## src/rtl/aexm_dmem_seq.sv

```systemverilog
// Load/store sequencer between the AEXM execute stage and the data cache port.
// Runs one strobe/ack bus cycle per sized access and reports done/error/timeout.
`timescale 1ns/1ps
module aexm_dmem_seq #(
  parameter int TMO_W  = 8,
  parameter bit TMO_EN = 1'b1
) (
  input  logic        gclk,
  input  logic        grst_n,
  input  logic        lsu_req,
  input  logic        lsu_we,
  input  logic [1:0]  lsu_size,
  input  logic [31:0] lsu_addr,
  input  logic [31:0] lsu_wdat,
  output logic        lsu_busy,
  output logic        lsu_done,
  output logic        lsu_err,
  output logic [31:0] lsu_rdat,
  output logic [3:0]  rDWBSEL,
  output logic        dc_stb,
  output logic        dc_we,
  output logic [29:0] dc_adr,
  output logic [3:0]  dc_sel,
  output logic [31:0] dc_dato,
  input  logic [31:0] dc_dati,
  input  logic        dc_ack,
  input  logic        dc_err,
  output logic [1:0]  dbgState
);

  // Handshake: lsu_req is taken only while IDLE; lsu_busy stalls the core until the
  // access resolves, and exactly one of lsu_done/lsu_err pulses per accepted request.
  typedef enum logic [1:0] {
    IDLE = 2'd0,
    BUS  = 2'd1,
    DONE = 2'd2,
    ERR  = 2'd3
  } state_t;

  state_t           state;
  state_t           stateNext;
  logic [3:0]       laneSel;
  logic             misalign;
  logic             accept;
  logic [TMO_W-1:0] tmoCnt;
  logic [TMO_W-1:0] tmoNext;
  logic             tmoHit;

  // Big-endian lane map: lowest address byte sits in lane 3.
  always_comb begin
    laneSel  = 4'h0;
    misalign = 1'b0;
    case (lsu_size)
      2'd0: laneSel = 4'b1000 >> lsu_addr[1:0];
      2'd1: begin
        laneSel  = lsu_addr[1] ? 4'h3 : 4'hC;
        misalign = lsu_addr[0];
      end
      2'd2: begin
        laneSel  = 4'hF;
        misalign = |lsu_addr[1:0];
      end
      default: misalign = 1'b1;
    endcase
  end

  // The counter reaches all-ones on the edge that leaves BUS for a timeout.
  assign tmoNext = tmoCnt + TMO_W'(1);
  assign tmoHit  = TMO_EN && (&tmoNext);
  assign accept  = (state == IDLE) && lsu_req && !misalign;

  always_comb begin
    stateNext = state;
    case (state)
      IDLE: if (lsu_req) stateNext = misalign ? ERR : BUS;
      BUS: begin
        if (dc_err)      stateNext = ERR;
        else if (dc_ack) stateNext = DONE;
        else if (tmoHit) stateNext = ERR;
      end
      DONE:    stateNext = IDLE;
      ERR:     stateNext = IDLE;
      default: stateNext = IDLE;
    endcase
  end

  always_ff @(posedge gclk or negedge grst_n) begin
    if (!grst_n) state <= IDLE;
    else         state <= stateNext;
  end

  always_ff @(posedge gclk or negedge grst_n) begin
    if (!grst_n) begin
      dc_adr   <= '0;
      dc_sel   <= '0;
      dc_we    <= 1'b0;
      dc_dato  <= '0;
      rDWBSEL  <= '0;
      lsu_rdat <= '0;
      tmoCnt   <= '0;
    end else if (accept) begin
      dc_adr  <= lsu_addr[31:2];
      dc_sel  <= laneSel;
      dc_we   <= lsu_we;
      dc_dato <= lsu_we ? lsu_wdat : 32'h0;
      rDWBSEL <= laneSel;
      tmoCnt  <= '0;
    end else if (state == BUS) begin
      tmoCnt <= tmoNext;
      if (dc_ack && !dc_err && !dc_we) lsu_rdat <= dc_dati;
    end
  end

  // Strobe decodes the registered state, so reset drops it asynchronously.
  assign dc_stb   = (state == BUS);
  assign lsu_done = (state == DONE);
  assign lsu_err  = (state == ERR);
  assign lsu_busy = (state == BUS) || ((state == IDLE) && lsu_req);
  assign dbgState = state;

endmodule

```

## config.mk

```make
export PLATFORM = sky130hd
export DESIGN_NAME = aexm_dmem_seq
export DESIGN_NICKNAME = d
export VERILOG_FILES = /design/src/rtl/aexm_dmem_seq.sv
export SDC_FILE = /design/constraint.sdc
export NUM_CORES = 1
export LEC_CHECK = 0
export ABC_AREA = 1
export CAP_MARGIN = 20
export CORE_ASPECT_RATIO = 0.75
export CORE_MARGIN = 4
export CORE_UTILIZATION = 37
export DETAILED_ROUTE_END_ITERATION = 10
export PLACE_DENSITY = 0.83
export REMOVE_ABC_BUFFERS = 1
export SETUP_SLACK_MARGIN = 0.5
export SLEW_MARGIN = 40
export SYNTH_ARGS = -nofsm -noshare
export SYNTH_HDL_FRONTEND = slang
export SYNTH_SLANG_ARGS = --single-unit
export TNS_END_PERCENT = 10
```

## constraint.sdc

```tcl
create_clock -name gclk -period 1.3 [get_ports gclk]
set_input_delay 0.26 -clock gclk [delete_from_list [all_inputs] [get_ports gclk]]
set_output_delay 0.26 -clock gclk [all_outputs]
set_load 0.02 [all_outputs]
```

[Word-level counts from Yosys, hierarchy flattened]
Index checks and enable logic that the tools add are counted.
Storage, ports and cells
  ROM bits: 0
  bits in latches: 0
  input port bits: 104
  memories: 0
  memory bits (writable): 0
  output and inout port bits: 109
  register bits: 109
  logic and storage cells: 45
Operators by class
  div/mod/pow operators: 0
  bitwise operators: 1
  equal/unequal tests: 7
  order comparisons: 0
  multiply operators: 0
  reductions and logical operators: 16
  muxes and demuxes: 12
  shift operators: 1
  add/sub/neg operators: 1
Operators by type and width (count)
  $mux 32: 1
  $mux 8: 2
  $pmux 4 s3: 1
  $mux 2: 5
  $add 8x1->8 const B: 1
  $reduce_and 8->1: 1
  $eq 2x2->1 const B: 3
  $pmux 2 s3: 1
  $eq 2x1->1 const B: 2
  $logic_and 1x1->1: 4
  $logic_not 2->1: 2
  $mux 4: 1
  $ne 4x1->1 const B: 1
  $reduce_or 2->1: 2
  $shr 4x2->4 const A: 1
  $logic_not 1->1: 3
  $pmux 1 s3: 1
  $reduce_and 3->1: 1
  $ne 2x2->1 const B: 1
  $reduce_and 2->1: 1
  $reduce_bool 2->1: 1
  $logic_or 1x1->1: 1
  $not 1->1: 1

[Longest topological paths before layout]
  depth after elaboration: 6
  gate-level depth with buffers: 11
  gate-level depth less buffers: 11

[Worst setup path after synthesis]
Ideal clock, no wire load.
  kind: register to register
  start point: register state[0] (netlist: dbgState[0])
  end point: register lsu_rdat[10]
  setup time: 0.125 ns
  clock period less this slack: 1.596 ns
  setup slack: -0.296 ns
  stages on the path, launching flop included: 6
  data required time: 1.175 ns
  path buffers: 1
  arrival: 1.471 ns
  cells stage by stage: dfrtp_1 inv_2 nor2_4 nand4_4 buf_6 mux2_4
Between the ends
  elaborated cells between the ends (all ways): 6
  those cells by class: 1 x eq/ne; 1 x bitwise; 4 x reduce/logical
RTL lines
  start, declared: line 40  | state_t state;
  start signal, assigned: line 89  | else state <= stateNext;
  $eq 2x1->1
  via dc_stb: line 20  | output logic dc_stb,
  $reduce_and 3->1 (no line)
  end signal, assigned: line 110  | if (dc_ack && !dc_err && !dc_we) lsu_rdat <= dc_dati;
  end, declared: line 18  | output logic [31:0] lsu_rdat,
The timed path passes the listed nets, and every way through them passes these cells.
A chain may end at the register's enable or synchronous reset.

[Worst setup path after layout]
  start point: register state[0] (netlist: dbgState[0])
  end point: register lsu_rdat[6]
Between the ends
  word-level cells in the longest chain between the ends: 5
  elaborated cells between the ends (all ways): 6
  those cells by class: 1 x eq/ne; 1 x bitwise; 4 x reduce/logical
RTL lines
  $logic_not 2->1: line 70  | assign accept = (state == IDLE) && lsu_req && !misalign;
  $logic_and 1x1->1 (2 in series): line 70
  $not 1->1 (no line)
  $reduce_and 3->1 (no line) (*)
Every way passes the cells marked *; elsewhere a longest branch is shown, timed or not.

==> impl_metrics.csv <==
group,metric,value,unit
detailed_routing,drt-initial-drc-count,147,
timing,worst_pin_slew,465,ps
timing,fmax,0.674,GHz
pwr,p_per_area,2410,nW/um^2
timing,finalHoldViolations,99,
yosys,syn_area,4570,sq um
pwr,p_leak,0.00387,uW
timing,holdWs,-66.1,ps
global_routing,grt_first_pass_wirelength,21200,um
detailed_routing,wl_per_cell,16.3,um
detailed_routing,vias_per_cell,4.76,
critical_path,end_kind,"flop",
layout,nNetsFinal,803,
layout,final_core_util,66.2,%
status,violations,"hold timing, setup timing",
yosys,yosysSeqAreaShare,59.7,%
critical_path,path_class,"flop to flop",
clock_tree,ctsHoldBuffers,1,
clock_tree,clkLatencyLatePin,340,ps
global_routing,grt_usage,18.4,%
clock_tree,htreeDepth,3,
global_routing,first_global_vias,4153,
hold_path,min_path_type,"input port to async pin",
timing,setup_viol,112,
critical_path,crit_slowest_cell,"dfrtp_2",
clock_tree,cts_tree,"yes",
detailed_routing,drc,0,
timing,slew_viol_final,0,
floorplan,core,11800,sq um
timing,finClkSkew,6.73,ps
timing,min_period_over_period,114,%
detailed_routing,dr_total_vias,4104,
clock_tree,cts_sinks,109,
layout,fill_cells,889,
floorplan,start_util,38.7,%
critical_path,worst_setup_path_start_kind,"flop",
critical_path,cp_max_fo,20,
pwr,power,18900,uW
place,hpwl,9700,um
critical_path,cp_slowest_stage_delay,450,ps
yosys,synth_edf_count,0,
timing,final_critical_path_setup_slack,-183,ps
place,dpl.cell_count,835,
timing,setup_tns,-14190,ps
timing,fin_crit,1480,ps
clock_tree,cts_buffer_depth,2,
detailed_routing,firstDrtPassIters,5,
floorplan,dieArea,14200,sq um
critical_path,path_cells,"inv_4 > nor2_4 > nand4_4 > buf_12 > mux2_4",
critical_path,required,1510,ps
layout,syn2layout_area_growth,71.3,%
floorplan,fp.dieH,104,um
floorplan,die_x,136,um
layout,antenna_cells,0,
layout,multi_input_area,1730,sq um
global_routing,grt_max_degree,59,
detailed_routing,wl,14100,um
yosys,yosysUniqueCellTypes,24,
yosys,post_synth.cell_area_avg,10.0,sq um
floorplan,placementRows,34,
pwr,ir_drop,0.00105,V
yosys,synthArstFlopShare,100,%
yosys,synthTopCellsByCount,"nand2_1 (187), dfrtp_1 (109), o21ai_0 (43)",
place,gp_congestion,0.879,
place,port_buffers,212,
timing,rsz0062_at_grt,"yes",
yosys,ys_seq_elements,109,
clock_tree,cts-root-buf,"clkbuf_16",
flow_run,cap_violations,0,
yosys,synth_top_area_share,59.7,%
critical_path,critPathArrivalTime,1700,ps
clock_tree,cts_buffers,9,
yosys,syn_inst,455,
yosys,yosysMostFrequentCell,"nand2_1",
detailed_routing,postRouteAntennaNets,0,
global_routing,grt_overflow,0,
yosys,synth_top_area_cell,"dfrtp_1",
yosys,yosys_warnings,0,
timing,slew_headroom,69.0,%
yosys,synth_area_leaders,"dfrtp_1 (60%), nand2_1 (15%), mux2_4 (9.9%)",
layout,ff_latch_area,2730,sq um
layout,drive_gt1_share,33.1,%
floorplan,pin_count,213,
clock_tree,clkSlewWorstSetupHoldPaths,70,ps
layout,fin_cells,863,
status,status,"complete, but fails checks",
global_routing,antenna_found_initial,0,
yosys,ys.flop_type,"dfrtp_1",
path summary, 6_finish.rpt:
path                            slack, ps  cells past startpoint   startpoint      endpoint
worst max-delay path                 -180                      5  dbgState[0]   lsu_rdat[6]
worst min-delay path                  -70                      2       grst_n  lsu_rdat[22]
worst max register to register       -180                      5  dbgState[0]   lsu_rdat[6]
worst min register to register        500                      2  dc_dato[16]   dc_dato[16]
max in group asynchronous             880                      2       grst_n  lsu_rdat[13]
min in group gclk                     380                      4  lsu_addr[0]     dc_sel[1]
power by group:
| part | leakage, uW | switching [uW] | internal, uW | total (uW) |
|---|---|---|---|---|
| logic | 0.00235 | 4510 | 5030 | 9540 |
| clock network | 0.000157 | 1240 | 1700 | 2940 |
| registers | 0.00137 | 1390 | 4980 | 6370 |
placed cells by master, fill, tap and decap left out, drive strengths merged, types with 2 or more instances in the layout:
master	synthesis	routed
nand2	187	188
buf	17	147
dfrtp	109	109
clkdlybuf4s50	0	100
o21ai	45	45
mux2	32	32
inv	22	24
clkbuf	8	14
nor2	9	9
nand3	8	8
a31oi	4	4
o22ai	4	4
nand4	3	3
bufinv	0	2
dlymetal6s2s	0	2
nor3	2	2
clkinv	0	2
ha	2	2
stage by stage:
step / setup WS [ps] / cell area, sq um
5_1_grt: -239 / 7830
3_5_place_dp: -591 / 7070
4_1_cts: -172 / 7570
6_report: -183 / 7830
3_3_place_gp: -534 / 7070
2_1_floorplan: -2100 / 4430
layer usage:
layer	global-route usage (%)	part of all wire, %	vias up	wire [um]
met1	22.5	41	1957	5820
met2	30.7	48	195	6760
met4	4.24	1.2	0	170
met3	7.25	9.6	19	1360
li1	-	-	1933	-
met5	0	0	-	0
sequential cells by signal, summed over array words and instances, names as in the netlist:
| register | cells |
|---|---|
| dc_adr | 30 |
| lsu_rdat | 32 |
| dc_sel | 4 |
| dc_dato | 32 |
| dc_we | 1 |
| tmoCnt | 8 |
| dbgState | 2 |
critical path, delay by kind of cell, from the launching register on:
family | cells | cell delay [ps]
mux | 1 | 310
simple gates | 2 | 310
flops | 1 | 450
buf+inv | 2 | 290
cells by family (layout without fill, tap and decap cells):
group                      count (synthesis)  after routing  share of synthesized area, %
AOI/OAI and AO/OA                         54             54                          6.13
muxes                                     32             32                          10.3
DFF                                      109            109                          59.7
adders and majority gates                  2              2                         0.547
and+or+nand+nor                          211            212                          18.4
buffers and inverters                     47            292                          4.95
area by class of cell:
type,count,share of cell area [%]
Timing Repair Buffer,255,35.1
Sequential cell,109,34.9
Multi-Input combinational cell,300,22.1
Clock buffer,9,2.88
Tap cell,162,2.59
Inverter,22,1.25
Clock inverter,6,1.21
repair_timing:
item,in CTS,in global routing
pin swaps,0,4
gates cloned,0,7
buffers inserted,3,2
setup endpoints to repair,218,228
hold endpoints to repair,10,99
resized for setup,658,44
Note: power is estimated with default switching activity, not from simulation.
